## config.mk

```make
export PLATFORM = sky130hd
export DESIGN_NAME = prio_branch_arbiter
export DESIGN_NICKNAME = d
export VERILOG_FILES = /design/src/rtl/prio_branch_arbiter.sv
export SDC_FILE = /design/constraint.sdc
export NUM_CORES = 1
export LEC_CHECK = 0
export BUFFER_PORTS_ARGS = -buffer_cell sky130_fd_sc_hd__buf_4
export CAP_MARGIN = 20
export CORE_UTILIZATION = 48
export DETAILED_ROUTE_END_ITERATION = 10
export PLACE_DENSITY_LB_ADDON = 0.12
export SLEW_MARGIN = 20
export SYNTH_ARGS = -nofsm -noshare
export SYNTH_HDL_FRONTEND = slang
export SYNTH_SLANG_ARGS = --single-unit
```

## constraint.sdc

```tcl
create_clock -name clk -period 4.27 [get_ports clk]
set_input_delay 0 -clock clk [delete_from_list [all_inputs] [get_ports clk]]
set_output_delay 0 -clock clk [all_outputs]
set_load 0.005 [all_outputs]
```

## src/rtl/prio_branch_arbiter.sv

```systemverilog
// Two-requester fixed-priority arbiter (X over Y) with a starvation override for Y
// and saturating per-branch decision counters (X win, Y win, idle with no request).
module prio_branch_arbiter #(
    parameter int unsigned CNT_W        = 16,
    parameter int unsigned STARVE_LIMIT = 4
) (
    input  logic             clk,
    input  logic             rst_n,
    input  logic             req_x,
    input  logic             req_y,
    input  logic             done,
    input  logic             clr_cnt,
    output logic             gnt_x,
    output logic             gnt_y,
    output logic             busy,
    output logic [CNT_W-1:0] cnt_x,
    output logic [CNT_W-1:0] cnt_y,
    output logic [CNT_W-1:0] cnt_none,
    output logic             ovr
);

    localparam int unsigned WAIT_W = (STARVE_LIMIT < 2) ? 1 : $clog2(STARVE_LIMIT + 1);
    localparam logic [WAIT_W-1:0] WAIT_MAX = WAIT_W'(STARVE_LIMIT);

    typedef enum logic [1:0] {
        IDLE,
        GRANT_X,
        GRANT_Y
    } state_e;

    state_e            state_q, state_d;
    logic [WAIT_W-1:0] wait_y_q, wait_y_d;
    logic              ovr_q, ovr_d;
    logic [CNT_W-1:0]  cnt_x_q, cnt_x_d;
    logic [CNT_W-1:0]  cnt_y_q, cnt_y_d;
    logic [CNT_W-1:0]  cnt_none_q, cnt_none_d;

    logic in_idle;
    logic starve;
    logic win_ovr;
    logic win_x;
    logic win_y;
    logic idle_none;

    function automatic logic [CNT_W-1:0] sat_inc(
        input logic [CNT_W-1:0] v,
        input logic             en,
        input logic             clr
    );
        logic [CNT_W-1:0] r;
        r = v;
        if (clr) begin
            r = '0;
        end else if (en && (v != '1)) begin
            r = v + CNT_W'(1);
        end
        return r;
    endfunction

    // wait_y saturates at WAIT_MAX, so equality is the same test as >=; with
    // STARVE_LIMIT=0 it never moves off zero and the override stays disabled.
    always_comb begin
        in_idle   = (state_q == IDLE);
        starve    = (STARVE_LIMIT != 0) && (wait_y_q == WAIT_MAX);
        win_ovr   = in_idle && req_y && starve;
        win_y     = in_idle && req_y && (starve || !req_x);
        win_x     = in_idle && req_x && !win_ovr;
        idle_none = in_idle && !req_x && !req_y;
    end

    always_ff @(posedge clk or negedge rst_n) begin
        if (!rst_n) begin
            state_q <= IDLE;
        end else begin
            state_q <= state_d;
        end
    end

    always_comb begin
        state_d = state_q;
        unique case (state_q)
            IDLE: begin
                if (win_y) begin
                    state_d = GRANT_Y;
                end else if (win_x) begin
                    state_d = GRANT_X;
                end
            end
            GRANT_X, GRANT_Y: begin
                if (done) begin
                    state_d = IDLE;
                end
            end
            default: state_d = IDLE;
        endcase
    end

    always_comb begin
        gnt_x = (state_q == GRANT_X);
        gnt_y = (state_q == GRANT_Y);
        busy  = gnt_x | gnt_y;
        ovr   = ovr_q;
    end

    always_comb begin
        wait_y_d = wait_y_q;
        if (win_y) begin
            wait_y_d = '0;
        end else if ((state_q == GRANT_X) && req_y && (wait_y_q != WAIT_MAX)) begin
            wait_y_d = wait_y_q + WAIT_W'(1);
        end
        ovr_d      = win_ovr;
        cnt_x_d    = sat_inc(cnt_x_q, win_x, clr_cnt);
        cnt_y_d    = sat_inc(cnt_y_q, win_y, clr_cnt);
        cnt_none_d = sat_inc(cnt_none_q, idle_none, clr_cnt);
    end

    always_ff @(posedge clk or negedge rst_n) begin
        if (!rst_n) begin
            wait_y_q   <= '0;
            ovr_q      <= 1'b0;
            cnt_x_q    <= '0;
            cnt_y_q    <= '0;
            cnt_none_q <= '0;
        end else begin
            wait_y_q   <= wait_y_d;
            ovr_q      <= ovr_d;
            cnt_x_q    <= cnt_x_d;
            cnt_y_q    <= cnt_y_d;
            cnt_none_q <= cnt_none_d;
        end
    end

    assign cnt_x    = cnt_x_q;
    assign cnt_y    = cnt_y_q;
    assign cnt_none = cnt_none_q;

    a_gnt_excl: assert property (@(posedge clk) disable iff (!rst_n) !(gnt_x && gnt_y));
    a_ovr_gnt:  assert property (@(posedge clk) disable iff (!rst_n) ovr |-> gnt_y);

endmodule

```

== After elaboration in Yosys (flattened, before gate mapping) ==
Cells that the tools add are included.

* Reductions and logical operators: 23
* Muxes and demuxes: 12
* Bitwise gates (word level): 1
* Equality and inequality tests: 9
* Add/subtract/negate cells: 4

{| class="wikitable"
|+ Operator list
! cell !! number
|-
| two-way mux 16 bit || 6
|-
| adder 16 x 1 -> 16 bit, second input constant || 3
|-
| != test 16 bit, second input constant || 3
|-
| logical AND 1 bit || 12
|-
| nonzero test 2 bit || 4
|-
| two-way mux 2 bit || 3
|-
| two-way mux 3 bit || 2
|-
| case mux 2 bit (2 select lines) || 1
|-
| adder 3 x 1 -> 3 bit, second input constant || 1
|-
| equality test 3 bit, second input constant || 1
|-
| logical NOT 1 bit || 3
|-
| != test 3 x 1 -> 1 bit, second input constant || 1
|-
| != test 3 bit, second input constant || 1
|-
| equality test 2 x 1 -> 1 bit, second input constant || 1
|-
| equality test 2 bit, second input constant || 1
|-
| logical NOT 2 bit || 1
|-
| != test 2 bit, second input constant || 1
|-
| AND reduction 2 bit || 1
|-
| OR reduction 2 bit || 1
|-
| logical OR 1 bit || 1
|-
| bitwise OR 1 bit || 1
|}

* Bits in registers: 54
* Input port bits: 6
* Output and inout port bits: 52

== Logic depth before layout (Yosys ltp) ==
Gate-level depths: netlist of run 1.

* Depth after elaboration: 8
* Mapped depth: 7

== Worst setup path after synthesis of run 1 ==
Ideal clock, no wire load.

* Path type: reg2reg
* Start: reg state_q[0]
* End: reg cnt_y_q[9] (netlist: cnt_y[9])
* Path slack: 2146 ps
* Arrival time: 2046 ps
* Stages on the path, launching flop included: 8
* Clock period less this slack: 2124 ps
* Path buffers: 1
* Cells stage by stage: dfrtp_1 > inv_1 > ha_1 > nand2_2 > or4_1 > clkbuf_1 > or4_1 > a21oi_1

* Cells in the longest elaborated chain, start to end: 5

{| class="wikitable"
|+ RTL lines
! what !! RTL line !! source
|-
| start, declared || 31 || <nowiki>state_e state_q, state_d;</nowiki>
|-
| start signal, assigned || 75 || <nowiki>state_q <= state_d;</nowiki>
|-
| logical NOT 2 bit || 63 || <nowiki>in_idle = (state_q == IDLE);</nowiki>
|-
| logical AND 1 bit (2 in a row) || 66 || <nowiki>win_y = in_idle && req_y && (starve || !req_x);</nowiki>
|-
| logical AND 1 bit || 54 || <nowiki>end else if (en && (v != '1)) begin</nowiki>
|-
| nonzero test 2 bit (no line) || - ||
|-
| end signal, assigned || 129 || <nowiki>cnt_y_q <= cnt_y_d;</nowiki>
|-
| end, declared || 35 || <nowiki>logic [CNT_W-1:0] cnt_y_q, cnt_y_d;</nowiki>
|}

Every way passes these cells.
A chain may end at the register's enable or synchronous reset.

== Worst setup path after layout of run 1 ==
* Start: reg state_q[0]
* End: reg cnt_none_q[11] (netlist: cnt_none[11])

* Cells in the longest elaborated chain, start to end: 5

{| class="wikitable"
|+ RTL lines
! what !! RTL line !! source
|-
| logical NOT 2 bit || 63 ||
|-
| logical AND 1 bit (2 in a row) || 68 || <nowiki>idle_none = in_idle && !req_x && !req_y;</nowiki>
|-
| logical AND 1 bit || 54 ||
|-
| nonzero test 2 bit (no line) || - ||
|-
| end signal, assigned || 130 || <nowiki>cnt_none_q <= cnt_none_d;</nowiki>
|-
| end, declared || 36 || <nowiki>logic [CNT_W-1:0] cnt_none_q, cnt_none_d;</nowiki>
|}

Every way passes these cells.

==> impl_metrics.env, run 1 <==
export IMPL_cts_buffers=5
export IMPL_finalWirelength_um=7450
export IMPL_ys_flop_type="dfrtp_1"
export IMPL_place_area_um2=3670
export IMPL_finalSetupTns_ns=0
export IMPL_drv_cap=0
export IMPL_fin_nets=417
export IMPL_synth_edf_count=0
export IMPL_vdd_ir_drop_max_v=0.000163
export IMPL_track_usage=0.227
export IMPL_reg2reg_setup_slack_ns=1.92
export IMPL_postSynthCellCount=349
export IMPL_cts_root_buffer="clkbuf_8"
export IMPL_r2r_end="cnt_none[11]$_DFFE_PN0P_"
export IMPL_vias=2922
export IMPL_tightest_slew_ns=0.941
export IMPL_syn2layout_area_growth_pct=19.3
export IMPL_ys_seq_area_frac=0.425
export IMPL_drt_wirelength_per_cell_um=15.5
export IMPL_cp_startpoint="state_q[0]$_DFFE_PN0P_"
export IMPL_rr_worst_depth=6
export IMPL_io_buffers=57
export IMPL_grt_max_degree=63
export IMPL_setup_slack_ns=1.92
export IMPL_antenna_cells_inserted=0
export IMPL_row_count=29
export IMPL_grt_overflow_total=0
export IMPL_antenna_found_initial=0
export IMPL_core_area_um2=6390
export IMPL_async_flop_share=1.00
export IMPL_maxSlewHeadroom=0.367
export IMPL_grt_pass1_wl_um=13100
export IMPL_syn_area_um2=3180
export IMPL_synth_net_count=363
export IMPL_final_cell_mix="buf_4 (59), dfrtp_1 (54), a21oi_1 (33), nand2_1 (26), nor2_1 (24)"
export IMPL_setup_worst_path_end_class="flop"
export IMPL_layout_commonest_cell="buf_4"
export IMPL_synth_area_per_cell_um2=9.10
export IMPL_clk_latency_ns=0.31
export IMPL_drive_above_1_share=0.218
export IMPL_critPathLaunchType="flop"
export IMPL_power_density_nw_per_um2=312
export IMPL_rsz0062_at_grt="no"
export IMPL_htree_levels=2
export IMPL_layout_min_cycle_time_ns=2.35
export IMPL_status="finished, final reports clean"
export IMPL_ys_warn_count=0
export IMPL_setup_viol=0
export IMPL_cts_max_path_buffers=2
export IMPL_p_leak_uw=0.00159
export IMPL_crit_type="reg -> reg"
export IMPL_hp_class="in -> reg"
export IMPL_dp_hpwl_um=5130
export IMPL_post_route_period_util=0.550
export IMPL_reg2reg_from="state_q[0]$_DFFE_PN0P_"
export IMPL_clock_skew_ns=0.00552
export IMPL_clk_pin_slew_ns=0.09
export IMPL_synth_seq_cells=54
export IMPL_fin_util=0.593
export IMPL_cts_tree="done"
export IMPL_cts_resized_gates=0
export IMPL_slew_violations=0
export IMPL_worstPathArrival_ns=2.55
export IMPL_clock_fmax_mhz=426
export IMPL_grt_pass1_vias=2746
export IMPL_fp_dieW_um=83.4
export IMPL_cp_data_required_time_ns=4.47
export IMPL_finalHoldViolCount=0
export IMPL_hold_start="req_y"
export IMPL_hold_path_endpoint="ovr$_DFF_PN0_"
export IMPL_yosysUniqueCellTypes=39
export IMPL_path_max_fanout=7
export IMPL_drc=0
export IMPL_initial_core_util=0.497
export IMPL_io_pins=58
export IMPL_detail_route_antenna_nets=0
export IMPL_numClockSinks=54
export IMPL_globalplace_congestion=0.820
export IMPL_whs_path_depth=3
export IMPL_pre_cts_slack_ns=1.93
export IMPL_die_area_um2=6950
export IMPL_via_per_inst=6.09
export IMPL_drt_iter0_markers=160
export IMPL_die_h_um=83.4
export IMPL_final_area_um2=3790
export IMPL_drt_first_pass_iters=4
## worst max-delay path by stage
stage                                           to  slack [ns]
after CTS                 cnt_none[11]$_DFFE_PN0P_        1.90
after global placement        cnt_y[9]$_DFFE_PN0P_        2.03
final                     cnt_none[11]$_DFFE_PN0P_        1.92
after floorplan               cnt_y[9]$_DFFE_PN0P_        2.15
after detailed placement  cnt_none[11]$_DFFE_PN0P_        1.93
after global routing      cnt_none[12]$_DFFE_PN0P_        1.69
## timing repair
| action | CTS | global route |
|---|---|---|
| hold buffers | 1 | 0 |
| endpoints found under the setup margin | 0 | 0 |
| hold endpoints to repair | 54 | 0 |
| buffers inserted | 0 | 0 |
## critical path: stages (launching register included)
cell and delay, ns:
dfrtp_1 0.41, inv_1 0.08, ha_1 0.28, nor3b_2 0.37
nand3_1 0.23, a2111oi_0 0.49, mux2_2 0.39
## flip-flops by register name, summed over array words and instances (netlist names)
signal	flops
cnt_none	16
cnt_x	16
cnt_y	16
ovr	1
state_q	2
wait_y_q	3
## routing by layer
layer  global-route usage  part of all wire  vias up
met3               0.0427             0.039        6
li1                     -                 -     1434
met4               0.0580            0.0091        0
met1                0.313              0.46     1418
met2                0.367              0.49       64
met5                    0                 0        -
## metrics by stage
step                      hold WS (ns)  instances  power, µW
after floorplan                 -0.296        349        736
after global placement           0.104        472        825
after detailed placement         0.101        472        835
after CTS                       0.0487        480       1200
after global routing            0.0684        480       1250
final                           0.0527        480       1180
## synthesized netlist by cell type, types with 3 or more instances
master    number  area (µm²)
a211oi_1       5        37.5
a21oi_1       33         165
and3_1         7        43.8
and4_1         4        35.0
clkbuf_1      13        48.8
dfrtp_1       54        1350
ha_1           8         100
inv_1          9        33.8
mux2_2        16         180
mux2i_1        3        30.0
nand2_1       26        97.6
nand3_1       21         105
nand4_1       15        93.8
nor2_1        24        90.1
nor2b_1       17         106
nor3_1         7        35.0
nor4_1         6        37.5
o21ai_0       11        55.1
o31ai_1       17         128
o41ai_1        3        26.3
or2_2          3        18.8
or3_1          5        31.3
or4_1         23         173
## final cells by class
class / count / area, µm²
tap: 77 / 96.3
clock inverter: 1 / 30.0
sequential: 54 / 1350
timing repair buffer: 60 / 453
inverter: 9 / 33.8
multi-input combinational: 273 / 1740
fill: 603 / 2600
clock buffer: 6 / 82.6
## cell families (layout without fill, tap and decap cells)
family	after synthesis	count (layout)	synth area share
xor+xnor	2	2	0.00551
flops	54	54	0.425
fa+ha+maj	8	8	0.0315
mux	19	19	0.0662
simple gates	165	165	0.289
buf+inv	22	76	0.0260
compound gates	79	79	0.156
## power breakdown
part	total, µW	leakage [µW]	internal, µW	switching [µW]
sequential	573	0.000748	542	31.2
clock	359	0.0000573	188	171
combinational	249	0.000787	110	140
No activity file was read; power rests on OpenSTA's default activity.
==> run 2: changes to the inputs <==
==> constraint.sdc (replaced) <==
create_clock -name clk -period 2.2 [get_ports clk]
set_input_delay 0 -clock clk [delete_from_list [all_inputs] [get_ports clk]]
set_output_delay 0 -clock clk [all_outputs]
set_load 0.005 [all_outputs]
==> impl_metrics.env, run 2 (same netlist as run 1, synthesis figures left out) <==
export IMPL_status="finished, final reports clean"
export IMPL_hold_path_endpoint="ovr$_DFF_PN0_"
export IMPL_track_usage=0.224
export IMPL_vdd_ir_drop_max_v=0.000317
export IMPL_layout_min_cycle_time_ns=2.09
export IMPL_setup_viol=0
export IMPL_core_area_um2=6390
export IMPL_reg2reg_from="wait_y_q[1]$_DFFE_PN0P_"
export IMPL_slowest_delay_ns=0.56
export IMPL_grt_overflow_total=0
export IMPL_dp_hpwl_um=5220
export IMPL_power_density_nw_per_um2=596
export IMPL_slew_violations=0
export IMPL_hp_class="in -> reg"
export IMPL_path_max_fanout=7
export IMPL_io_pins=58
export IMPL_whs_path_depth=3
export IMPL_p_leak_uw=0.00168
export IMPL_cts_root_buffer="clkbuf_8"
export IMPL_clk_pin_slew_ns=0.10
export IMPL_die_h_um=83.4
export IMPL_hold_start="req_y"
export IMPL_place_area_um2=3800
export IMPL_cts_buffers=5
export IMPL_finalWirelength_um=7600
export IMPL_finalSetupTns_ns=0
export IMPL_cts_max_path_buffers=2
export IMPL_final_area_um2=3950
export IMPL_drive_above_1_share=0.263
export IMPL_fp_dieW_um=83.4
export IMPL_initial_core_util=0.497
export IMPL_post_route_period_util=0.951
export IMPL_grt_pass1_wl_um=12900
export IMPL_drt_iter0_markers=81
export IMPL_syn2layout_area_growth_pct=24.2
export IMPL_maxSlewHeadroom=0.533
export IMPL_grt_max_degree=63
export IMPL_io_buffers=57
export IMPL_clock_skew_ns=0.00748
export IMPL_crit_family="simple AND/OR/NAND/NOR gates"
export IMPL_globalplace_congestion=0.818
export IMPL_worstPathArrival_ns=2.33
export IMPL_cp_slowest_cell="or4_4"
export IMPL_grt_pass1_vias=2867
export IMPL_rr_worst_depth=6
export IMPL_clk_latency_ns=0.31
export IMPL_final_cell_mix="buf_4 (77), dfrtp_1 (54), a21oi_1 (33), nand2_1 (26), nor2_1 (24)"
export IMPL_path_cells="inv_1 > ha_1 > and3_1 > or4_4 > or4_1 > a21oi_1"
export IMPL_critPathLaunchType="flop"
export IMPL_die_area_um2=6950
export IMPL_setup_worst_path_end_class="flop"
export IMPL_drv_cap=0
export IMPL_cts_tree="done"
export IMPL_row_count=29
export IMPL_tightest_slew_ns=0.700
export IMPL_reg2reg_setup_slack_ns=0.11
export IMPL_numClockSinks=54
export IMPL_drt_wirelength_per_cell_um=15.2
export IMPL_vias=3040
export IMPL_clock_fmax_mhz=478
export IMPL_htree_levels=2
export IMPL_via_per_inst=6.09
export IMPL_fin_nets=435
export IMPL_layout_commonest_cell="buf_4"
export IMPL_crit_type="reg -> reg"
export IMPL_r2r_end="cnt_x[10]$_DFFE_PN0P_"
export IMPL_antenna_found_initial=0
export IMPL_cp_startpoint="wait_y_q[1]$_DFFE_PN0P_"
export IMPL_detail_route_antenna_nets=0
export IMPL_cp_data_required_time_ns=2.44
export IMPL_antenna_cells_inserted=0
export IMPL_cp_num_buf_inv=1
export IMPL_finalHoldViolCount=0
export IMPL_drc=0
export IMPL_drt_first_pass_iters=4
==> run 2: worst max path at each step <==
stage	endpoint	slack (ns)	cells past startpoint
5_1_grt	cnt_x[10]$_DFFE_PN0P_	-0.005	6
4_1_cts	cnt_x[12]$_DFFE_PN0P_	0.02	6
3_5_place_dp	cnt_y[9]$_DFFE_PN0P_	0.001	6
3_3_place_gp	cnt_y[9]$_DFFE_PN0P_	0.05	6
6_report	cnt_x[10]$_DFFE_PN0P_	0.11	6
2_1_floorplan	cnt_y[9]$_DFFE_PN0P_	0.08	7
==> run 2: per-stage QoR <==
step,cells,util,total power [µW],hold WS (ns),worst slack (ns)
2_1_floorplan,349,-,1430,-0.296,0.0755
3_3_place_gp,490,0.595,1650,0.0985,0.0543
3_5_place_dp,490,0.595,1670,0.0951,0.00136
4_1_cts,499,0.615,2350,0.0274,0.0220
5_1_grt,499,0.618,2490,0.0654,-0.00522
6_report,499,0.618,2350,0.0467,0.108
==> run 2: repair_timing <==
item                       in CTS  in global routing
resized for setup               1                  5
setup endpoints to repair       3                 13
hold buffers                    1                  0
hold endpoints to repair       54                  0
setup buffers                   0                  0
==> run 2: report_power, final <==
part           internal [µW]  total, µW  leakage (µW)  switching [µW]
sequential              1050       1110      0.000748            54.6
clock                    340        673     0.0000514             333
combinational            272        573      0.000884             300
==> run 2: cell type report <==
class                      count  area [µm²]
inverter                       9        33.8
multi-input combinational    273        1770
tap                           77        96.3
sequential                    54        1350
timing repair buffer          78         588
clock buffer                   6        72.6
fill                         581        2440
clock inverter                 2        37.5
==> run 2: worst register-to-register path, cell delays in order (launching register included) <==
cell,delay [ns]
dfrtp_1,0.38
inv_1,0.05
ha_1,0.22
and3_1,0.18
or4_4,0.56
or4_1,0.48
a21oi_1,0.15
==> run 2: metal layers <==
| metal | GRT usage | wire length, µm | up-vias |
|---|---|---|---|
| met5 | 0 | 0 | - |
| met4 | 0.0596 | 80 | 0 |
| met3 | 0.0358 | 307 | 9 |
| met2 | 0.376 | 3630 | 76 |
| met1 | 0.300 | 3570 | 1484 |
| li1 | - | - | 1471 |
